===== src/rtl/i2c_req_arbiter.sv =====
// Two-requester round-robin front end for an I2C master: latches the winner's
// descriptor, sequences Start/Ready handshakes, and reports status with a timeout.
module i2c_req_arbiter #(
   parameter logic [15:0] TO_MAX = 16'd60000
) (
   input  logic        Clk,
   input  logic        Rst,
   input  logic        Req0,
   input  logic        Req1,
   input  logic [32:0] Desc0,
   input  logic [32:0] Desc1,
   output logic        Done0,
   output logic        Done1,
   output logic        Err,
   output logic        Tout,
   output logic [7:0]  Rdata,
   output logic        Busy,
   output logic        M_Start,
   output logic [6:0]  M_Adr,
   output logic        M_R_W,
   output logic        M_Set_pointer,
   output logic [7:0]  M_Pointer,
   output logic [7:0]  M_Data_in,
   output logic [7:0]  M_Data_in2,
   input  logic        M_Ready,
   input  logic        M_Error,
   input  logic        M_Data_valid,
   input  logic [7:0]  M_Data_out
);

   typedef enum logic [1:0] {IDLE, ISSUE, WAIT, DONE} state_t;

   state_t      state, state_n;
   logic [32:0] desc_q;
   logic        grant, grant_n, grant_en;
   logic        last;
   logic [15:0] cnt, cnt_n;
   logic        err_flag, err_flag_n;
   logic        tout_flag, tout_flag_n;
   logic [7:0]  shadow, shadow_n;

   function automatic logic [15:0] sat_inc(input logic [15:0] v);
      return (v >= TO_MAX) ? TO_MAX : v + 16'd1;
   endfunction

   always_comb begin
      state_n     = state;
      grant_n     = grant;
      grant_en    = 1'b0;
      cnt_n       = cnt;
      err_flag_n  = err_flag;
      tout_flag_n = tout_flag;
      shadow_n    = shadow;
      case (state)
         IDLE: begin
            if ((Req0 || Req1) && M_Ready) begin
               grant_en    = 1'b1;
               // Contention goes to whoever was not served last.
               grant_n     = (Req0 && Req1) ? ~last : Req1;
               cnt_n       = 16'd0;
               err_flag_n  = 1'b0;
               tout_flag_n = 1'b0;
               shadow_n    = 8'd0;
               state_n     = ISSUE;
            end
         end
         ISSUE: begin
            cnt_n = sat_inc(cnt);
            if (cnt >= TO_MAX) begin
               err_flag_n  = 1'b1;
               tout_flag_n = 1'b1;
               state_n     = DONE;
            end else if (!M_Ready) begin
               state_n = WAIT;
            end
         end
         WAIT: begin
            cnt_n = sat_inc(cnt);
            if (M_Data_valid) shadow_n = M_Data_out;
            if (M_Error) err_flag_n = 1'b1;
            if (cnt >= TO_MAX) begin
               err_flag_n  = 1'b1;
               tout_flag_n = 1'b1;
               state_n     = DONE;
            end else if (M_Ready) begin
               state_n = DONE;
            end
         end
         DONE: state_n = IDLE;
         default: state_n = IDLE;
      endcase
   end

   always_ff @(posedge Clk or negedge Rst) begin
      if (!Rst) begin
         state     <= IDLE;
         grant     <= 1'b0;
         last      <= 1'b1;
         cnt       <= 16'd0;
         err_flag  <= 1'b0;
         tout_flag <= 1'b0;
         desc_q    <= '0;
         Err       <= 1'b0;
         Tout      <= 1'b0;
         Rdata     <= 8'd0;
      end else begin
         state     <= state_n;
         grant     <= grant_n;
         cnt       <= cnt_n;
         err_flag  <= err_flag_n;
         tout_flag <= tout_flag_n;
         if (grant_en) desc_q <= grant_n ? Desc1 : Desc0;
         // Status is published on entry to DONE so it is valid alongside the pulse.
         if (state != DONE && state_n == DONE) begin
            Err   <= err_flag_n;
            Tout  <= tout_flag_n;
            Rdata <= shadow_n;
         end
         if (state == DONE) last <= grant;
      end
   end

   // Read shadow is data only; it is cleared on every grant before use.
   always_ff @(posedge Clk) begin
      shadow <= shadow_n;
   end

   assign Busy    = (state != IDLE);
   assign M_Start = (state == ISSUE);
   assign Done0   = (state == DONE) && !grant;
   assign Done1   = (state == DONE) && grant;
   assign {M_Adr, M_R_W, M_Set_pointer, M_Pointer, M_Data_in, M_Data_in2} = desc_q;

endmodule


===== config.mk =====
export PLATFORM = sky130hd
export DESIGN_NAME = i2c_req_arbiter
export DESIGN_NICKNAME = d
export VERILOG_FILES = /design/src/rtl/i2c_req_arbiter.sv
export SDC_FILE = /design/constraint.sdc
export NUM_CORES = 1
export LEC_CHECK = 0
export ABC_CLOCK_PERIOD_IN_PS = 2200
export BUFFER_PORTS_ARGS = -buffer_cell sky130_fd_sc_hd__buf_2
export CAP_MARGIN = 20
export CORE_ASPECT_RATIO = 1.5
export CORE_UTILIZATION = 46
export CTS_BUF_LIST = sky130_fd_sc_hd__clkbuf_2
export DETAILED_ROUTE_END_ITERATION = 7
export PLACE_DENSITY = 0.74
export SLEW_MARGIN = 10
export SYNTH_ARGS = -nofsm -noshare
export SYNTH_HDL_FRONTEND = slang
export SYNTH_SLANG_ARGS = --single-unit
export TNS_END_PERCENT = 20

===== constraint.sdc =====
create_clock -name Clk -period 2.2 [get_ports Clk]
set_input_delay 0.22 -clock Clk [delete_from_list [all_inputs] [get_ports Clk]]
set_output_delay 0.22 -clock Clk [all_outputs]
set_load 0.02 [all_outputs]

==> flow_metrics.env <==
export IMPL_outcome="finished clean"
export IMPL_routed_wl_mm=12.0
export IMPL_ys_types=48
export IMPL_fmax_ghz=0.476
export IMPL_place_gp_congestion=0.875
export IMPL_synth_area_top_cells="dfrtp_1, nor2_1, o22ai_1, dfxtp_1, mux2_2"
export IMPL_hpwl_mm=6.43
export IMPL_grt_overflow=0
export IMPL_clk_path_buf_depth=2
export IMPL_syn2layout_area_growth_pct=51.2
export IMPL_cts_buffers=9
export IMPL_cellLeakagePower_nw=2.40
export IMPL_syn_nets=446
export IMPL_synth_area_um2=3410
export IMPL_rsz0062_at_grt="false"
export IMPL_worstSkewPairLatency_ns=0.53
export IMPL_ioPinCount=128
export IMPL_cts_sinks=73
export IMPL_startpoint_type="flop"
export IMPL_final_common_cell="buf_2"
export IMPL_cts_tree="built"
export IMPL_ys_warn_count=0
export IMPL_synth_top_area_share=0.469
export IMPL_r2r_cells=8
export IMPL_grt_max_degree=66
export IMPL_syn_area_per_cell_um2=9.56
export IMPL_finalSetupViolations=0
export IMPL_tightest_slew_ns=0.595
export IMPL_drive_above_1_share=0.322
export IMPL_htreeDepth=3
export IMPL_firstDrtPassIters=8
export IMPL_vdd_drop_max_mv=0.765
export IMPL_vias=3764
export IMPL_dieWidth_um=72.3
export IMPL_core_um2=7230
export IMPL_vias_per_cell=5.60
export IMPL_whs_path_depth=3
export IMPL_placementRows=38
export IMPL_async_flop_share=0.890
export IMPL_setup_tns_ns=0
export IMPL_fp_dieH_um=107
export IMPL_die_area_um2=7770
export IMPL_start_util=0.472
export IMPL_root_buffer="clkbuf_2"
export IMPL_finalCritPeriodShare=0.955
export IMPL_crit_type="reg2reg"
export IMPL_pwr_density_cell_nw_per_um2=1110
export IMPL_grt_pass1_wl_mm=19.2
export IMPL_finalClockSkew_ns=0.0131
export IMPL_portBuffers=127
export IMPL_worst_path_max_fanout=10
export IMPL_slew_viol_final=0
export IMPL_cts_setup_buffers=0
export IMPL_grt_pass1_vias=3926
export IMPL_hold_violations=0
export IMPL_drc_errors=0
export IMPL_cap_violations=0
export IMPL_postRouteAntennaNets=0
export IMPL_place_area_um2=4260
export IMPL_ys_seq_elements=73
export IMPL_clkTransAtPathRegs_ns=0.20
export IMPL_layout_common_cells="buf_2, nor2_1, dlygate4sd3_1"
export IMPL_grt_use_total=0.327
export IMPL_netlist_instances=357
export IMPL_min_path_type="in2reg"
export IMPL_synth_flop_cell="dfrtp_1"
export IMPL_nNetsFinal=655
export IMPL_endpoint_kind="flop"
export IMPL_yosys_area_top_type="dfrtp_1"
export IMPL_synth_seq_area_share=0.524
export IMPL_cp_required_ns=2.63
export IMPL_wl_per_cell_um=17.8
export IMPL_post_route_min_period_ns=2.10
export IMPL_relSlewSlack=0.604
export IMPL_synth_edf_count=0
export IMPL_post_route_cell_area_um2=5160
export IMPL_antenna_found_initial=0
export IMPL_crit_arrival_ns=2.53
export IMPL_first_iter_violations=327
stage by stage:
stage	power [mW]	worst slack, ns	hold slack, ns	instances	utilization
after floorplan	3.72	-0.0297	-0.0756	357	-
after global placement	4.58	0.0739	0.265	582	0.590
after detailed placement	4.64	-0.0257	0.266	582	0.590
after CTS	5.51	0.0275	0.00771	670	0.706
after global routing	6.01	0.00106	0.0133	671	0.713
final	5.70	0.0980	0.0434	672	0.714
worst paths after layout:
check                           slack (ns)         to           from
worst max-delay path                   0.1   Rdata[4]       state[0]
worst min-delay path                  0.04  shadow[5]  M_Data_out[5]
worst max register to register         0.1   Rdata[4]       state[0]
worst min register to register        0.50  shadow[1]      shadow[1]
max in group asynchronous             1.66       last            Rst
min in group asynchronous             0.20   state[0]            Rst
cells by family (layout without fill, tap and decap cells):
kind of cell,Yosys count,in the layout,share of synthesized area
DFF,73,73,0.524
adders and majority gates,8,8,0.0293
buffers and inverters,29,243,0.0330
other,0,1,0
AOI/OAI and AO/OA,104,104,0.198
muxes,20,20,0.0631
and+or+nand+nor,123,123,0.152
sequential cells by signal, summed over array words and instances, names as in the netlist:
signal / flops
Err: 1
shadow: 8
tout_flag: 1
desc_q: 33
grant: 1
err_flag: 1
Tout: 1
last: 1
Rdata: 8
state: 2
cnt: 16
cells in the mapped netlist (2+ instances only):
cell type and instances:
nor2_1 73, dfrtp_1 64, o22ai_1 33, nand2_1 24, o21ai_0 23, clkbuf_1 13, inv_1 12, mux2_2 12
a21oi_1 11, nand3_1 9, a31oi_1 8, dfxtp_1 8, ha_1 8, mux2i_1 8, a211oi_1 4, a41oi_1 3
buf_2 3, o21a_1 3, a22oi_1 2, and2_1 2, and3_1 2, nor2b_1 2, nor3_1 2, nor4_1 2
o2bb2ai_1 2, o31ai_1 2
per-layer routing:
layer	wire length, um	global-route usage	part of all wire
met5	0	0	0
met1	4570	0.387	0.38
met3	876	0.0908	0.073
met4	483	0.155	0.040
met2	6050	0.542	0.50
timing repair:
action	4_1_cts	5_1_grt
endpoints found under the setup margin	42	44
pin swaps	0	3
resized for setup	2	9
hold buffers	72	1
endpoints found under the hold margin	102	1
critical path, stage by stage, from the launching register on:
cell       delay (ns)
dfrtp_1          0.46
inv_4            0.11
ha_4             0.20
o211a_4          0.20
a21oi_2          0.05
o2bb2ai_1        0.20
a211oi_4         0.28
buf_12           0.17
mux2_2           0.33
area by class of cell:
class / count / area [um^2]
Clock buffer: 9 / 45.0
Inverter: 12 / 47.5
Fill cell: 532 / 2070
Sequential cell: 73 / 1790
Timing Repair Buffer: 215 / 1520
Clock inverter: 7 / 61.3
Tap cell: 100 / 125
Antenna cell: 1 / 2.50
Multi-Input combinational cell: 255 / 1570
power breakdown:
part	switching [mW]	internal, mW	leakage (nW)
Clock	0.498	0.250	0.0689
Combinational	1.71	1.10	1.46
Sequential	0.329	1.81	0.868
Note: power is estimated with default switching activity, not from simulation.
